$ cat src/rtl/muldiv_pkg.sv
// rtl/muldiv_pkg.sv - shared op encoding, FSM state type and counter sizing for muldiv_seq
package muldiv_pkg;

    localparam logic OP_MUL = 1'b0;
    localparam logic OP_DIV = 1'b1;

    typedef enum logic {
        IDLE = 1'b0,
        RUN  = 1'b1
    } state_t;

    // Step counter width for a W-step operation (counts 0..W-1).
    function automatic int cnt_w(input int w);
        return $clog2(w);
    endfunction

endpackage

$ cat src/rtl/muldiv_step.sv
// rtl/muldiv_step.sv - one combinational radix-2 step: shift-add multiply or restoring-divide compare-subtract
//
// Ports:
//   i_op  : OP_MUL / OP_DIV
//   i_hi  : multiply: upper accumulator half      divide: partial remainder
//   i_lo  : multiply: remaining multiplier bits   divide: dividend bits / quotient bits
//   i_opd : multiply: multiplicand                divide: divisor
//   o_hi  : next i_hi
//   o_lo  : next i_lo
module muldiv_step
    import muldiv_pkg::*;
#(
    parameter int W = 10
) (
    input  logic         i_op,
    input  logic [W-1:0] i_hi,
    input  logic [W-1:0] i_lo,
    input  logic [W-1:0] i_opd,
    output logic [W-1:0] o_hi,
    output logic [W-1:0] o_lo
);

    // Multiply: add the multiplicand into the upper half when the current
    // multiplier LSB is set, then shift the whole 2W-bit accumulator right.
    // The sum's LSB drops into the top of the low half as a product bit.
    logic [W:0] w_sum;
    assign w_sum = {1'b0, i_hi} + (i_lo[0] ? {1'b0, i_opd} : {(W+1){1'b0}});

    // Divide: shift the next dividend bit (MSB of i_lo) into the partial
    // remainder. The trial difference only matters when w_tr >= divisor, in
    // which case it is below the divisor and fits W bits.
    logic [W:0]   w_tr;
    logic         w_ge;
    logic [W-1:0] w_diff;
    assign w_tr   = {i_hi, i_lo[W-1]};
    assign w_ge   = (w_tr >= {1'b0, i_opd});
    assign w_diff = w_tr[W-1:0] - i_opd;

    always_comb begin
        o_hi = '0;
        o_lo = '0;
        if (i_op == OP_MUL) begin
            o_hi = w_sum[W:1];
            o_lo = {w_sum[0], i_lo[W-1:1]};
        end else begin
            o_hi = w_ge ? w_diff : w_tr[W-1:0];
            o_lo = {i_lo[W-2:0], w_ge};
        end
    end

endmodule

$ cat src/rtl/muldiv_seq.sv
// rtl/muldiv_seq.sv - sequential radix-2 multiply / divide / modulus unit, one step per clock
//
// Optional feature macro: MULDIV_SIGNED_EN (adds input sgn for two's complement operands).
//
// Ports:
//   t     : clock, rising edge
//   rst   : asynchronous active-high reset
//   start : request, accepted when busy=0
//   op    : 0 multiply, 1 divide/modulus (sampled with start)
//   a, b  : multiplicand/dividend, multiplier/divisor (sampled with start)
//   sgn   : (MULDIV_SIGNED_EN only) operands are two's complement
//   busy  : operation in progress
//   done  : one-cycle completion pulse
//   p     : 2W-bit product
//   q,rem : quotient, remainder
//   dz    : divisor was zero
module muldiv_seq
    import muldiv_pkg::*;
#(
    parameter int W = 10
) (
    input  logic           t,
    input  logic           rst,
    input  logic           start,
    input  logic           op,
    input  logic [W-1:0]   a,
    input  logic [W-1:0]   b,
`ifdef MULDIV_SIGNED_EN
    input  logic           sgn,
`endif
    output logic           busy,
    output logic           done,
    output logic [2*W-1:0] p,
    output logic [W-1:0]   q,
    output logic [W-1:0]   rem,
    output logic           dz
);

    localparam int CW = cnt_w(W);

    state_t         r_state;
    logic [CW-1:0]  r_cnt;
    logic           r_op;
    logic [W-1:0]   r_hi;
    logic [W-1:0]   r_lo;
    logic [W-1:0]   r_opd;
    logic           r_bz;
    logic           r_neg_res;
    logic           r_neg_rem;

    // Operand signs; the core always works on magnitudes.
    logic w_sa;
    logic w_sb;
`ifdef MULDIV_SIGNED_EN
    assign w_sa = sgn & a[W-1];
    assign w_sb = sgn & b[W-1];
`else
    assign w_sa = 1'b0;
    assign w_sb = 1'b0;
`endif

    logic [W-1:0] w_a_mag;
    logic [W-1:0] w_b_mag;
    assign w_a_mag = w_sa ? (~a + 1'b1) : a;
    assign w_b_mag = w_sb ? (~b + 1'b1) : b;

    logic [W-1:0] w_hi_n;
    logic [W-1:0] w_lo_n;

    muldiv_step #(.W(W)) u_step (
        .i_op  (r_op),
        .i_hi  (r_hi),
        .i_lo  (r_lo),
        .i_opd (r_opd),
        .o_hi  (w_hi_n),
        .o_lo  (w_lo_n)
    );

    // Final-step results, sign-corrected in the completion cycle.
    logic [2*W-1:0] w_p_mag;
    assign w_p_mag = {w_hi_n, w_lo_n};

    always_ff @(posedge t or posedge rst) begin
        if (rst) begin
            r_state   <= IDLE;
            r_cnt     <= '0;
            r_op      <= OP_MUL;
            r_hi      <= '0;
            r_lo      <= '0;
            r_opd     <= '0;
            r_bz      <= 1'b0;
            r_neg_res <= 1'b0;
            r_neg_rem <= 1'b0;
            busy      <= 1'b0;
            done      <= 1'b0;
            p         <= '0;
            q         <= '0;
            rem       <= '0;
            dz        <= 1'b0;
        end else begin
            done <= 1'b0;
            case (r_state)
                IDLE: begin
                    if (start) begin
                        r_op      <= op;
                        r_cnt     <= '0;
                        r_hi      <= '0;
                        // Multiply consumes the multiplier from the low half;
                        // divide shifts the dividend out of it.
                        r_lo      <= (op == OP_MUL) ? w_b_mag : w_a_mag;
                        r_opd     <= (op == OP_MUL) ? w_a_mag : w_b_mag;
                        r_bz      <= (b == '0);
                        r_neg_res <= w_sa ^ w_sb;
                        r_neg_rem <= w_sa;
                        busy      <= 1'b1;
                        r_state   <= RUN;
                    end
                end
                RUN: begin
                    r_hi <= w_hi_n;
                    r_lo <= w_lo_n;
                    if (r_cnt == CW'(W-1)) begin
                        if (r_op == OP_MUL) begin
                            p <= r_neg_res ? (~w_p_mag + 1'b1) : w_p_mag;
                        end else begin
                            q   <= r_neg_res ? (~w_lo_n + 1'b1) : w_lo_n;
                            rem <= r_neg_rem ? (~w_hi_n + 1'b1) : w_hi_n;
                            dz  <= r_bz;
                        end
                        done    <= 1'b1;
                        busy    <= 1'b0;
                        r_state <= IDLE;
                    end else begin
                        r_cnt <= r_cnt + 1'b1;
                    end
                end
                default: r_state <= IDLE;
            endcase
        end
    end

endmodule

$ cat config.mk
export PLATFORM = sky130hd
export DESIGN_NAME = muldiv_seq
export DESIGN_NICKNAME = d
export VERILOG_FILES = /design/src/rtl/muldiv_pkg.sv /design/src/rtl/muldiv_step.sv /design/src/rtl/muldiv_seq.sv
export SDC_FILE = /design/constraint.sdc
export NUM_CORES = 1
export LEC_CHECK = 0
export CORE_ASPECT_RATIO = 0.75
export CORE_UTILIZATION = 59
export CTS_BUF_LIST = sky130_fd_sc_hd__clkbuf_16
export CTS_CLUSTER_DIAMETER = 100
export DETAILED_ROUTE_END_ITERATION = 12
export HOLD_SLACK_MARGIN = 0.03
export PLACE_DENSITY = 0.86
export SLEW_MARGIN = 5
export SYNTH_ARGS = -nofsm -noshare
export SYNTH_HDL_FRONTEND = slang
export SYNTH_SLANG_ARGS = --single-unit
$ cat constraint.sdc
create_clock -name t -period 5.9 [get_ports t]
set_input_delay 0.59 -clock t [delete_from_list [all_inputs] [get_ports t]]
set_output_delay 0.59 -clock t [all_outputs]
set_load 0.005 [all_outputs]
* Word level (Yosys, flattened, before mapping)
Index checks and enable logic that the tools add are counted.
Word-level totals: output and inout port bits 43, register bits after elaboration 80, input bits 24, word-level logic and storage cells 50
Cells by class: bitwise operators 2, magnitude comparators 1, $add $sub $neg 3, multiplexer cells 21, equal/unequal tests 4, reductions and logical operators 6
Operators by type and width (number):
- 2-to-1 mux 10 bit | 8
- case mux 10 bit (2 select lines) | 2
- adder 10 x 11 -> 11 bit | 1
- >= comparator 11 x 10 -> 1 bit | 1
- logical NOT 10 bit | 1
- subtractor 10 bit | 1
- 2-to-1 mux 4 bit | 2
- case mux 4 bit (2 select lines) | 1
- 2-to-1 mux 1 bit | 6
- AND reduction 2 bit | 3
- AND reduction 3 bit | 2
- adder 4 x 1 -> 4 bit, second input constant | 1
- equality test 4 bit, second input constant | 1
- != test 2 bit, second input constant | 2
- case mux 1 bit (2 select lines) | 2
- != test 2 x 1 -> 1 bit, second input constant | 1
- NOT 1 bit | 2

* Depth between registers and ports, before layout
Gate-level depths: netlist (run 1).
depth after elaboration 4, depth in mapped cells 10, depth with buffers taken out 10

* By module
Synthesis (run 1) repeated with hierarchy kept, for this count alone.
Unflattened totals: cells, all modules 448, area, all modules 4867.2 µm²
By module, submodules not included:
- muldiv_seq | cells each 268, instances 1, area an instance 3544.6 µm²
- muldiv_step | cells each 180, instances 1, area an instance 1322.5 µm²

* Worst setup path before layout (run 1)
Ideal clock, no wire load.
path kind reg2reg, start reg r_lo[0], end reg r_hi[5], library setup time 0.126 ns, period minus slack after synthesis 2.153 ns, path buffers 1, slack 3.747 ns, arrival 2.026 ns, cell stages (with the launch flop) 10, path through dfrtp_1 > clkbuf_1 > and2_1 > ha_1 > nor2b_1 > o31a_1 > o21a_1 > nor2_1 > xnor2_1 > a221o_1
Between the ends: word-level cells in the longest chain between the ends 4
RTL lines:
- start: declaration | line muldiv_seq.sv:45 | logic [W-1:0] r_lo;
- start signal: assignment | line muldiv_seq.sv:110 | r_lo <= (op == OP_MUL) ? w_b_mag : w_a_mag;
- start signal: assignment | line muldiv_seq.sv:121 | r_lo <= w_lo_n;
- 2-to-1 mux 10 bit | line muldiv_step.sv:27 | assign w_sum = {1'b0, i_hi} + (i_lo[0] ? {1'b0, i_opd} : {(W+1){1'b0}});
- adder 10 x 11 -> 11 bit | line muldiv_step.sv:27
- 2-to-1 mux 10 bit | line muldiv_step.sv:42 | if (i_op == OP_MUL) begin
- case mux 10 bit (2 select lines) | line muldiv_seq.sv:102 | case (r_state)
- end signal: assignment | line muldiv_seq.sv:120 | r_hi <= w_hi_n;
- end: declaration | line muldiv_seq.sv:44 | logic [W-1:0] r_hi;
Every way passes these cells. A chain may end at the register's enable or synchronous reset.

* Worst setup path in the final report (run 1)
start reg r_lo[0], end reg r_hi[7]
The elaborated chain is that of the path after synthesis.

==> flow_summary.json, run 1 <==
{
  "drtIter0Drc": 271,
  "hpwl_um": 9200,
  "clkSinkCount": 80,
  "track_usage_pct": 33.1,
  "slew_headroom_pct": 24.2,
  "clk-insertion-delay-late_ns": 0.34,
  "drc": 0,
  "clkPwrFrac_pct": 16.0,
  "synth_edf_count": 0,
  "cp-end-kind": "flop",
  "path_cells": "and2_1, ha_1, inv_1, fa_1, nor2b_1, o31ai_1, a21oi_1, xnor2_1, o21ai_0, o32ai_1",
  "final_net_count": 615,
  "overflow": 0,
  "ys_ff_latch": 80,
  "finalSetupViolCount": 0,
  "avgRoutedWirePerCell_um": 19.0,
  "area_growth_pct": 21.5,
  "cap_violations": 0,
  "syn_avg_cell_area_um2": 9.09,
  "num_antenna_cells": 0,
  "synthArstFlopShare_pct": 100,
  "coreArea_um2": 7470,
  "hold_depth": 2,
  "dr.pass1.iters": 5,
  "synth_cells": 510,
  "yosysUniqueCellTypes": 58,
  "start_util_pct": 62.1,
  "cts_resized": 0,
  "grt_pass1_wl_um": 20600,
  "nFillCells": 545,
  "gp_congestion": 0.933,
  "r2r-start": "r_lo[0]",
  "worst_pin_slew_ns": 1.13,
  "pwr-share-seq_pct": 28.6,
  "clock_path_buffers": 2,
  "hold_start": "q[0]",
  "die_w_um": 104,
  "clk_pin_slew_ns": 0.06,
  "portBuffers": 66,
  "utilization_pct": 75.4,
  "arrival_ns": 2.86,
  "dieArea_um2": 8220,
  "drive_gt1_share_pct": 5.42,
  "fin_crit_sh_pct": 45.1,
  "placed_area_um2": 5320,
  "switching_power_uw": 1630,
  "holdWs_ns": 0.475,
  "clockRootBuffer": "clkbuf_16",
  "drv_slew": 0,
  "r2r-end": "r_hi[7]",
  "final_cell_area_um2": 5630,
  "grt_pass1_vias": 4035,
  "rows": 27,
  "path_class": "flop to flop",
  "fmax_mhz": 376,
  "yosys_most_used_dff": "dfrtp_1",
  "cp_slowest_cell": "dfrtp_1",
  "fin_tns_setup_ns": 0,
  "status": "finished clean",
  "critPathMaxStageDelay_ns": 0.52,
  "synth_area_um2": 4630,
  "synthesis.nets": 558,
  "clock_skew_ns": 0.00647,
  "cts_tree": "yes",
  "ys_seq_area_share_pct": 43.2,
  "vias": 4087,
  "worst-r2r-setup-slack_ns": 3.24,
  "p_leak_uw": 0.00261,
  "combPwrFrac_pct": 55.4,
  "worstHoldEndpoint": "q[0]",
  "critPathLaunchType": "flop",
  "critPathRequiredTime_ns": 6.10,
  "cts_htree_levels": 3,
  "die_y_um": 78.8,
  "grt_max_degree": 81,
  "hold_viol": 0,
  "io_pins": 67,
  "swShare_pct": 43.8,
  "numCtsBuffers": 9,
  "wl_um": 12800,
  "via_per_inst": 6.07,
  "ir_worst_vdd_uv": 343,
  "rsz0062_at_grt": "no",
  "post_cts_buffers": 0,
  "postCtsHoldBufs": 0,
  "ant_nets": 0,
  "cp_max_fo": 13,
  "powerDensity_nw_per_um2": 663,
  "antenna_found_initial": 0,
  "r2r_cells": 10,
  "multi_input_comb_area_um2": 2410,
  "yosys_warnings": 0,
  "hold_path_class": "flop to flop",
  "p_int_uw": 2100,
  "seqCellArea_um2": 2000,
  "min_period_ns": 2.66
}
## state kept, by name (all words and copies together) (netlist names)
signal and cells:
done 1, r_state 1, r_hi 10, p 20
q 10, r_op 1, r_cnt 4, dz 1
r_lo 10, r_bz 1, busy 1, r_opd 10
rem 10
## cells in the mapped netlist (all sizes together), types with 3 or more instances
master | count | area share [%]
nand2 | 108 | 8.7
dfrtp | 80 | 43
o21ai | 39 | 4.5
mux2i | 31 | 6.7
a21oi | 30 | 3.3
nor2 | 30 | 2.5
inv | 26 | 2.1
ha | 22 | 5.9
a211oi | 19 | 3.3
clkbuf | 15 | 1.4
and2 | 9 | 1.2
buf | 8 | 1.3
xnor2 | 8 | 1.5
nand3 | 6 | 0.65
o211ai | 6 | 0.97
o21a | 5 | 0.81
xor2 | 5 | 0.94
a21o | 4 | 0.65
a31oi | 4 | 0.54
mux2 | 3 | 0.73
nand2b | 3 | 0.41
nand4 | 3 | 0.41
nor3 | 3 | 0.32
nor4 | 3 | 0.41
o211a | 3 | 0.65
o31ai | 3 | 0.49
o32ai | 3 | 0.57
## stage by stage
stage / total power (uW) / cells / setup slack [ns]
2_1_floorplan: 2370 / 510 / 3.26
5_1_grt: 3990 / 673 / 3.13
3_5_place_dp: 3080 / 657 / 3.27
3_3_place_gp: 3010 / 657 / 3.34
6_report: 3730 / 673 / 3.24
4_1_cts: 3700 / 673 / 3.31
## area by class of cell
cell class / count / share of cell area [%]
inverter: 27 / 1.80
timing repair buffer: 69 / 12.1
clock inverter: 7 / 1.56
multi-input combinational: 380 / 42.7
tap: 101 / 2.24
clock buffer: 9 / 4.00
sequential: 80 / 35.5
## placed cells by master, fill, tap and decap left out, types with 3 or more instances in the layout
master,instances
nor3_1,3
xnor2_1,8
ha_1,22
nand2b_1,3
a31oi_1,4
nand2_1,108
buf_4,3
nor4_1,3
inv_1,26
a211oi_1,17
nor2_1,29
and2_1,9
mux2i_1,31
o211a_1,3
o21a_1,5
dfrtp_1,80
xor2_1,5
o31ai_1,3
o211ai_1,6
mux2_2,3
a21oi_1,29
o32ai_1,3
nand3_1,6
clkdlybuf4s50_1,66
clkbuf_16,9
nand4_1,3
o21ai_0,38
a21o_1,4
## power by group through the flow
stage	sequential, uW	clock, uW	combinational, uW
2_1_floorplan	980	0	1390
3_3_place_gp	1050	0	1960
3_5_place_dp	1060	0	2020
4_1_cts	1060	599	2040
5_1_grt	1090	622	2280
6_report	1070	597	2070
## cells by family after synthesis
logic type / count (synthesis) / share of synthesized area (%)
AOI/OAI and AO/OA: 136 / 19.4
adders and majority gates: 24 / 6.80
buffers and inverters: 50 / 4.89
and+or+nand+nor: 173 / 15.8
xor gates and xnor gates: 13 / 2.46
DFF: 80 / 43.2
muxes: 34 / 7.42
## how the worst max path moves through the flow
stage,start,endpoint,cells after the start
6_report,r_lo[0],r_hi[7],10
3_5_place_dp,op,r_lo[1],5
2_1_floorplan,rst,busy,1
4_1_cts,r_lo[0],r_hi[9],10
5_1_grt,r_state,p[17],6
3_3_place_gp,start,r_hi[5],4
## critical path: cells and delay by family (launching register included)
family | cells | cell delay (ns)
compound gates | 4 | 0.77
xor+xnor | 1 | 0.10
fa+ha+maj | 2 | 0.61
buf+inv | 1 | 0.07
flops | 1 | 0.52
simple gates | 2 | 0.44
## per-layer routing
layer	GRT usage (%)	up-vias	wire, um
met3	8.78	39	1150
met5	0	-	0
met1	43.7	1936	5480
li1	-	1914	-
met2	52.1	198	5700
met4	13.4	0	442
(Power assumes the default switching activity.)
==> inputs of run 2 (changes only) <==
- CORE_UTILIZATION: 59 -> 50
- PLACE_DENSITY: 0.86 -> 0.77
- clock period: 5.9 -> 2.2 ns (I/O delays scaled with it)
==> flow_summary.json, run 2 (synthesized netlist as in run 1, its figures left out) <==
{
  "status": "complete, but fails checks",
  "failed_checks": "negative setup slack",
  "path_class": "flop to flop",
  "vias": 4367,
  "largest-register": "p",
  "critPathLaunchType": "flop",
  "finalSetupViolCount": 3,
  "place_ws_ns": -0.195,
  "overflow": 0,
  "cp-end-kind": "flop",
  "cap_violations": 0,
  "postCtsHoldBufs": 0,
  "final_net_count": 695,
  "fin_crit_sh_pct": 102,
  "ant_nets": 0,
  "finalPower_uw": 12700,
  "track_usage_pct": 30.3,
  "grt_pass1_vias": 4206,
  "drv_slew": 0,
  "p_int_uw": 7280,
  "nFillCells": 638,
  "hpwl_um": 10300,
  "hold_path_class": "input pin to asynchronous set/reset pin",
  "largest_reg_flops": 20,
  "drive_gt1_share_pct": 25.7,
  "final_common_cell": "nand2_1",
  "placed_cells": 735,
  "grt_max_degree": 37,
  "drtIter0Drc": 265,
  "min_period_ns": 2.24,
  "final_cell_area_um2": 6660,
  "slew_headroom_pct": 56.0,
  "rsz0062_at_grt": "yes",
  "pwr-share-seq_pct": 21.6,
  "wl_um": 14200,
  "powerDensity_nw_per_um2": 1900,
  "combPwrFrac_pct": 66.7,
  "via_per_inst": 5.72,
  "swShare_pct": 42.4,
  "antenna_found_initial": 0,
  "die_y_um": 85.4,
  "rows": 30,
  "clk_pin_slew_ns": 0.06,
  "die_w_um": 113,
  "path_cells": "and2_1, ha_1, nor2b_4, o31a_1, o21a_1, nor2_2, xnor2_2, a221o_1",
  "clk-insertion-delay-late_ns": 0.34,
  "fin_ws_ns": -0.0392,
  "p_leak_uw": 0.00307,
  "avgRoutedWirePerCell_um": 18.5,
  "critPathRequiredTime_ns": 2.42,
  "clkSinkCount": 80,
  "start_util_pct": 51.4,
  "cts_tree": "yes",
  "arrival_ns": 2.46,
  "crit_buf_inv": 0,
  "placed_area_um2": 5890,
  "portBuffers": 66,
  "grt_pass1_wl_um": 22000,
  "fin_cells": 763,
  "dieArea_um2": 9660,
  "drc": 0,
  "worst_pin_slew_ns": 0.658,
  "switching_power_uw": 5370,
  "multi_input_comb_area_um2": 2780,
  "cp_slowest_cell": "dfrtp_1",
  "clock_skew_ns": 0.00530,
  "cts_htree_levels": 3,
  "critPathTopFamily": "compound AO/OA/AOI/OAI gates",
  "clkPwrFrac_pct": 11.7,
  "dr.pass1.iters": 5,
  "gp_congestion": 0.945,
  "num_antenna_cells": 0,
  "numCtsBuffers": 9,
  "io_pins": 67,
  "coreArea_um2": 9010,
  "seqCellArea_um2": 2000,
  "final_cell_mix": "nand2_1, dfrtp_1, buf_4",
  "ir_worst_vdd_uv": 992,
  "fmax_mhz": 447,
  "clockRootBuffer": "clkbuf_16",
  "critPathMaxStageDelay_ns": 0.42,
  "fin_tns_setup_ns": -0.0605,
  "hold_viol": 0,
  "clock_path_buffers": 2,
  "cp_max_fo": 3,
  "area_growth_pct": 43.6
}
run 2: changes by cell type in the layout (fill, tap and decap cells not counted), sizes merged:
cell      delta
inv          -3
buf         +79
bufinv       -1
clkinvlp     +1
clkinv       +2
o21ai        +1
run 2: repair_timing:
action | CTS | global route
endpoints found under the setup margin | 17 | 26
gates resized for setup | 28 | 51
cloned | 1 | 0
pin swaps | 7 | 24
setup buffers | 3 | 10
run 2: metal layers:
layer  wire, um  up-vias  global-route usage (%)  share of wire (%)
met4        261        0                    8.61                1.8
met5          0        -                       0                  0
li1           -     2053                       -                  -
met3       1070       25                    9.36                7.5
met2       6050      160                    44.6                 43
met1       6770     2129                    43.1                 48
run 2: final timing paths:
check                               from      end  slack, ns  cells after the start
worst max-delay path            r_opd[2]  r_hi[5]      -0.04                      8
worst min-delay path                 rst    p[14]       0.32                      2
worst max register to register  r_opd[2]  r_hi[5]      -0.04                      8
worst min register to register      p[1]     p[1]       0.47                      2
max in group asynchronous            rst  r_hi[1]       1.27                      3
min in group t                      p[1]     p[1]       0.47                      2
run 2: area by class of cell:
cell class | count | area share [%]
timing repair buffer | 148 | 20.2
inverter | 27 | 1.58
multi-input combinational | 381 | 41.7
sequential | 80 | 30.1
clock inverter | 6 | 0.902
tap | 112 | 2.11
clock buffer | 9 | 3.38
run 2: worst reg2reg max path: cells and delay by family, from the launching register on:
kind / cells / cell delay, ns
compound gates: 3 / 0.79
simple gates: 3 / 0.49
flops: 1 / 0.42
fa+ha+maj: 1 / 0.32
xor+xnor: 1 / 0.11
run 2: power groups by stage:
stage                     Clock [uW]  Sequential (uW)  Combinational [uW]
final                           1480             2730                8450
after global routing            1550             2800                9080
after CTS                       1500             2700                7370
after detailed placement           0             2700                6760
after global placement             0             2670                6720
after floorplan                    0             2630                3740
run 2: through the flow:
| stage | hold slack, ns | utilization, % |
|---|---|---|
| floorplan | 0.391 | - |
| global placement | 0.451 | 65.4 |
| detailed placement | 0.464 | 65.4 |
| CTS | 0.344 | 70.5 |
| global route | 0.381 | 73.9 |
| finish | 0.320 | 73.9 |
